File: config.mk
export PLATFORM = sky130hd
export DESIGN_NAME = hazard_forward_ctrl_flat
export DESIGN_NICKNAME = d
export VERILOG_FILES = /design/src/rtl/hazard_forward_ctrl_if.sv /design/src/rtl/hazard_forward_ctrl.sv /design/src/flat_wrapper.sv
export SDC_FILE = /design/constraint.sdc
export NUM_CORES = 1
export LEC_CHECK = 0
export ABC_AREA = 1
export CAP_MARGIN = 10
export CORE_MARGIN = 1.5
export CORE_UTILIZATION = 41
export DETAILED_ROUTE_END_ITERATION = 8
export PLACE_DENSITY = 0.85
export SETUP_SLACK_MARGIN = 0.15
export SLEW_MARGIN = 40
export SYNTH_ARGS = -nofsm -noshare
export SYNTH_HDL_FRONTEND = slang
export SYNTH_SLANG_ARGS = --single-unit
File: constraint.sdc
create_clock -name clk -period 1.7 [get_ports clk]
set_input_delay 0.51 -clock clk [delete_from_list [all_inputs] [get_ports clk]]
set_output_delay 0.51 -clock clk [all_outputs]
set_load 0.05 [all_outputs]
File: src/rtl/hazard_forward_ctrl_if.sv
// hazard_forward_ctrl_if: decode-stage register fields in, forwarding selects and stall/bubble controls out.
interface hazard_forward_ctrl_if;
  logic [4:0] RnIn;
  logic [4:0] RmIn;
  logic [4:0] RdIn;
  logic       UsesA;
  logic       UsesB;
  logic       RegWriteIn;
  logic       Mem2RegIn;
  logic       Flush;
  logic [1:0] ForwardMuxA;
  logic [1:0] ForwardMuxB;
  logic       Stall;
  logic       Bubble;
  modport master (
    output RnIn, RmIn, RdIn, UsesA, UsesB, RegWriteIn, Mem2RegIn, Flush,
    input  ForwardMuxA, ForwardMuxB, Stall, Bubble
  );
  modport slave (
    input  RnIn, RmIn, RdIn, UsesA, UsesB, RegWriteIn, Mem2RegIn, Flush,
    output ForwardMuxA, ForwardMuxB, Stall, Bubble
  );
endinterface

File: src/rtl/hazard_forward_ctrl.sv
// hazard_forward_ctrl: REG/DEC forwarding selects and load-use stall sequencing for the 5-stage pipeline.
// Define HAZARD_PERF_CNT_EN to add the saturating StallCount bubble counter output.
module hazard_forward_ctrl #(
  parameter int         LOAD_STALL_CYCLES = 1,
  parameter logic [4:0] ZERO_REG          = 5'd31
) (
  input  logic        clk,
  input  logic        reset,
`ifdef HAZARD_PERF_CNT_EN
  output logic [31:0] StallCount,
`endif
  hazard_forward_ctrl_if.slave bus
);
  typedef enum logic {IDLE, STALL} state_t;
  localparam logic [1:0] CNT_LAST = 2'(LOAD_STALL_CYCLES - 1);
  state_t     state_q, state_d;
  logic [1:0] cnt_q, cnt_d;
  logic [4:0] ex_rd_q, mem_rd_q;
  logic       ex_wr_q, ex_ld_q, mem_wr_q;
  logic       ex_a, ex_b, mem_a, mem_b, hazard, stall, kill;
  assign ex_a   = bus.UsesA && ex_wr_q && ex_rd_q == bus.RnIn && bus.RnIn != ZERO_REG;
  assign ex_b   = bus.UsesB && ex_wr_q && ex_rd_q == bus.RmIn && bus.RmIn != ZERO_REG;
  assign mem_a  = bus.UsesA && mem_wr_q && mem_rd_q == bus.RnIn && bus.RnIn != ZERO_REG;
  assign mem_b  = bus.UsesB && mem_wr_q && mem_rd_q == bus.RmIn && bus.RmIn != ZERO_REG;
  assign hazard = (ex_a || ex_b) && ex_ld_q;
  always_comb begin
    state_d = state_q;
    cnt_d   = cnt_q;
    stall   = 1'b0;
    if (state_q == STALL) begin
      stall   = 1'b1;
      cnt_d   = bus.Flush ? 2'd0 : cnt_q - 2'd1;
      state_d = (bus.Flush || cnt_q <= 2'd1) ? IDLE : STALL;
    end else if (hazard && !bus.Flush) begin
      stall   = 1'b1;
      cnt_d   = CNT_LAST;
      state_d = CNT_LAST != 2'd0 ? STALL : IDLE;
    end
  end
  // A load sitting in EX has no result yet, and an older MEM copy would be stale.
  assign bus.ForwardMuxA = stall ? 2'b00 : ex_a ? (ex_ld_q ? 2'b00 : 2'b01) : mem_a ? 2'b10 : 2'b00;
  assign bus.ForwardMuxB = stall ? 2'b00 : ex_b ? (ex_ld_q ? 2'b00 : 2'b01) : mem_b ? 2'b10 : 2'b00;
  assign bus.Stall       = stall;
  assign bus.Bubble      = stall;
  assign kill            = stall || bus.Flush;
  always_ff @(posedge clk) begin
    if (reset) begin
      state_q  <= IDLE;
      cnt_q    <= 2'd0;
      ex_rd_q  <= 5'd0;
      ex_wr_q  <= 1'b0;
      ex_ld_q  <= 1'b0;
      mem_rd_q <= 5'd0;
      mem_wr_q <= 1'b0;
    end else begin
      state_q  <= state_d;
      cnt_q    <= cnt_d;
      mem_rd_q <= ex_rd_q;
      mem_wr_q <= ex_wr_q;
      ex_rd_q  <= bus.RdIn;
      ex_wr_q  <= bus.RegWriteIn && !kill;
      ex_ld_q  <= bus.Mem2RegIn && !kill;
    end
  end
`ifdef HAZARD_PERF_CNT_EN
  logic [31:0] stall_cnt_q;
  always_ff @(posedge clk) begin
    if (reset) stall_cnt_q <= 32'd0;
    else if (stall && stall_cnt_q != 32'hFFFF_FFFF) stall_cnt_q <= stall_cnt_q + 32'd1;
  end
  assign StallCount = stall_cnt_q;
`endif
endmodule
File: src/flat_wrapper.sv
// flat-port wrapper written by rule: the top's interface ports become plain ports
module hazard_forward_ctrl_flat 
#(
  parameter int         LOAD_STALL_CYCLES = 1,
  parameter logic [4:0] ZERO_REG          = 5'd31
)
  (clk, reset, bus_RnIn, bus_RmIn, bus_RdIn, bus_UsesA, bus_UsesB, bus_RegWriteIn, bus_Mem2RegIn, bus_Flush, bus_ForwardMuxA, bus_ForwardMuxB, bus_Stall, bus_Bubble);
  hazard_forward_ctrl_if bus_i ();
  input  logic clk;
  input  logic reset;
  input wire logic [$bits(bus_i.RnIn)-1:0] bus_RnIn;
  input wire logic [$bits(bus_i.RmIn)-1:0] bus_RmIn;
  input wire logic [$bits(bus_i.RdIn)-1:0] bus_RdIn;
  input wire logic [$bits(bus_i.UsesA)-1:0] bus_UsesA;
  input wire logic [$bits(bus_i.UsesB)-1:0] bus_UsesB;
  input wire logic [$bits(bus_i.RegWriteIn)-1:0] bus_RegWriteIn;
  input wire logic [$bits(bus_i.Mem2RegIn)-1:0] bus_Mem2RegIn;
  input wire logic [$bits(bus_i.Flush)-1:0] bus_Flush;
  output wire logic [$bits(bus_i.ForwardMuxA)-1:0] bus_ForwardMuxA;
  output wire logic [$bits(bus_i.ForwardMuxB)-1:0] bus_ForwardMuxB;
  output wire logic [$bits(bus_i.Stall)-1:0] bus_Stall;
  output wire logic [$bits(bus_i.Bubble)-1:0] bus_Bubble;
  assign bus_i.RnIn = bus_RnIn;
  assign bus_i.RmIn = bus_RmIn;
  assign bus_i.RdIn = bus_RdIn;
  assign bus_i.UsesA = bus_UsesA;
  assign bus_i.UsesB = bus_UsesB;
  assign bus_i.RegWriteIn = bus_RegWriteIn;
  assign bus_i.Mem2RegIn = bus_Mem2RegIn;
  assign bus_i.Flush = bus_Flush;
  assign bus_ForwardMuxA = bus_i.ForwardMuxA;
  assign bus_ForwardMuxB = bus_i.ForwardMuxB;
  assign bus_Stall = bus_i.Stall;
  assign bus_Bubble = bus_i.Bubble;
  hazard_forward_ctrl #(.LOAD_STALL_CYCLES(LOAD_STALL_CYCLES), .ZERO_REG(ZERO_REG)) u_core (.clk(clk), .reset(reset), .bus(bus_i));
endmodule
==> results.toml <==
[routing]
vias_per_cell = 5.028
drcViolationCount = 0
routed.top_layer = "met4"
wl_met2_mm = 1.613
vias = 1091
postRouteWirelength_mm = 2.825
wl_met3_um = 131
drtIter0Drc = 22
post_drt_wl_per_cell_um = 13.02
ant_nets = 0
firstDrtPassIters = 4
wl_met1_um = 967

[timing]
slew_viol_final = 0
rsz0062_at_grt = "yes"
finalHoldViolations = 0
fin_ws_ps = -432.2
hold_slack_ps = 456.8
max_slew_margin_pct = 76.86
finClkSkew_ps = 2.386
period_needed_ps = 2132
post-route-period-util_pct = 125.4
tightest_slew_ps = 346.7
final-setup-viol-count = 6
max_freq_mhz = 469.0

[placement]
io_buffers = 27
routabilityCongestion = 0.9111
dpl.hpwl_mm = 2.209

[layout]
fin_nets = 213
final_common_cell = "nand2_1"
final_layout_size_suffix_gt1_share_pct = 41.80
layout_common_cells = "nand2_1 (30), nor2_1 (21), inv_1 (18), buf_4 (18), dfxtp_1 (11)"
post-route-util_pct = 70.65
num_antenna_cells = 0
area_delta_synth_final_pct = 64.87

[clocking]
clockBufferDepth = 2
insertion_delay_ps = 290
h-tree-depth = 1
cts-buffers-inserted = 3
clkTransAtPathRegs_ps = 90
cts_sinks = 16
cts_tree = "yes"
ctsHoldBuffers = 0
cts_root_buf = "clkbuf_4"

[setup_path]
crit_type = "in -> out"
endpoint_kind = "primary output"
arrival_ps = 1620
worst-path-max-fanout = 4
start_kind = "primary input"
required_ps = 1190

[outcome]
violations = "setup timing"
status = "finished with violations"

[power]
cellInternalPower_mw = 0.6139
p_comb_share_pct = 22.0
seq_power_share_pct = 47.7
p_leak_nw = 0.7375
power_mw = 0.8416
power.switching_mw = 0.2276
irDropWorstVdd_mv = 0.5704
p_sw_share_pct = 27.05
clkPwrFrac_pct = 30.3
power_density_nw_per_um2 = 549.1

[global_route]
grt_pass1_wl_mm = 4.636
antenna_found_initial = 0
grt_max_degree = 12
grt_overflow = 0
grtUsageTotal_pct = 24.33
grt_pass1_vias = 1084

[flow_run]
max_cap_violations = 0

[logic_synthesis]
yosys_warnings = 0
synth_area_per_cell_sq_um = 6.456
synth_seq_area_share_pct = 34.45
syn-cell-area_sq_um = 929.6
synth.net_count = 167
ys_ff_latch = 16
synthCells = 144
post_synth_num_cell_types = 25

[die]
design.core.area_sq_um = 2170
die_w_um = 50.62
io_pins = 28
die_area_sq_um = 2562
die_h_um = 50.62
rows = 17
start_util_pct = 42.85

[worst_hold_path]
hold_class = "reg -> reg"
[layout make-up]
type,instances,area (sq um)
inverters,28,112.6
fillers,172,636.9
well taps,28,35.03
multi-input cells,98,578.1
flip-flops and latches,16,326.6
repair buffers,43,444.2
clock buffers,4,36.28
[path summary, 6_finish.rpt]
path	to	slack, ps	start	depth (start not counted)
setup / recovery	bus_ForwardMuxA[1]	-430	bus_RnIn[2]	7
hold / removal	u_core.mem_wr_q$_SDFF_PP0_	460	u_core.ex_wr_q$_SDFF_PP0_	2
hold reg to reg	u_core.mem_wr_q$_SDFF_PP0_	460	u_core.ex_wr_q$_SDFF_PP0_	2
setup reg to reg	u_core.cnt_q[0]$_SDFFE_PP0N_	310	u_core.ex_rd_q[2]$_SDFF_PP0_	10
[power groups by stage]
stage               logic (mW)  registers, mW  clock network [mW]
global placement         0.162          0.406                   0
floorplan               0.0726          0.404                   0
detailed placement       0.170          0.407                   0
CTS                      0.179          0.401               0.254
finish                   0.185          0.401               0.255
global route             0.200          0.403               0.278
[sequential cells by signal, indices dropped and copies added, names as in the netlist]
name	cells
u_core.ex_wr_q	1
u_core.mem_rd_q	5
u_core.ex_rd_q	5
u_core.state_q	1
u_core.ex_ld_q	1
u_core.cnt_q	2
u_core.mem_wr_q	1
[cell usage after synthesis (all sizes together)]
cell type  number  area share (%)
nand2          37              17
o21ai           6             3.6
nor4            1            0.67
a211oi          2             1.6
inv            28              11
xor2            3             2.8
buf             1            0.81
nor3            2             1.1
nand4           2             1.3
a21oi           2             1.5
o211ai          1            0.81
nor2           30              13
nand3b          1             1.2
dfxtp          16              34
o22ai           2             1.3
ha              1             1.3
clkbuf          1            0.40
nand3           8             5.9
[worst max-delay path, stage by stage]
cell and delay (ps):
buf_8 100, buf_6 100, xor2_1 160, a211oi_1 210, nand4_1 200, nor2_4 190
buf_12 140
[repair_timing]
item	4_1_cts	5_1_grt
pin swaps	18	9
resized for setup	78	2
endpoints found under the hold margin	0	0
endpoints found under the setup margin	10	6
gates cloned	0	0
buffers inserted	2	0
[per-stage QoR]
step                worst slack (ps)  TNS, ps  std cells  cell area [sq um]
floorplan                     -220.5    -1058        144              992.2
global placement              -819.5    -6091        211               1448
detailed placement            -874.7    -6465        211               1448
CTS                           -398.7    -2191        217               1525
global route                  -493.2    -2809        217               1533
finish                        -432.2    -2326        217               1533
[layer usage]
metal,global-route usage (%),vias to the layer above
met5,0,-
met4,17.57,0
met3,4.464,12
met2,47.15,45
met1,22.10,501
li1,-,533
[logic make-up after synthesis]
logic type / share of synthesized area, %
and+or+nand+nor: 39.97
adders and majority gates: 1.346
AOI/OAI and AO/OA: 8.882
buffers and inverters: 12.52
DFF: 34.46
xor gates and xnor gates: 2.827
No activity file was read; power rests on OpenSTA's default activity.
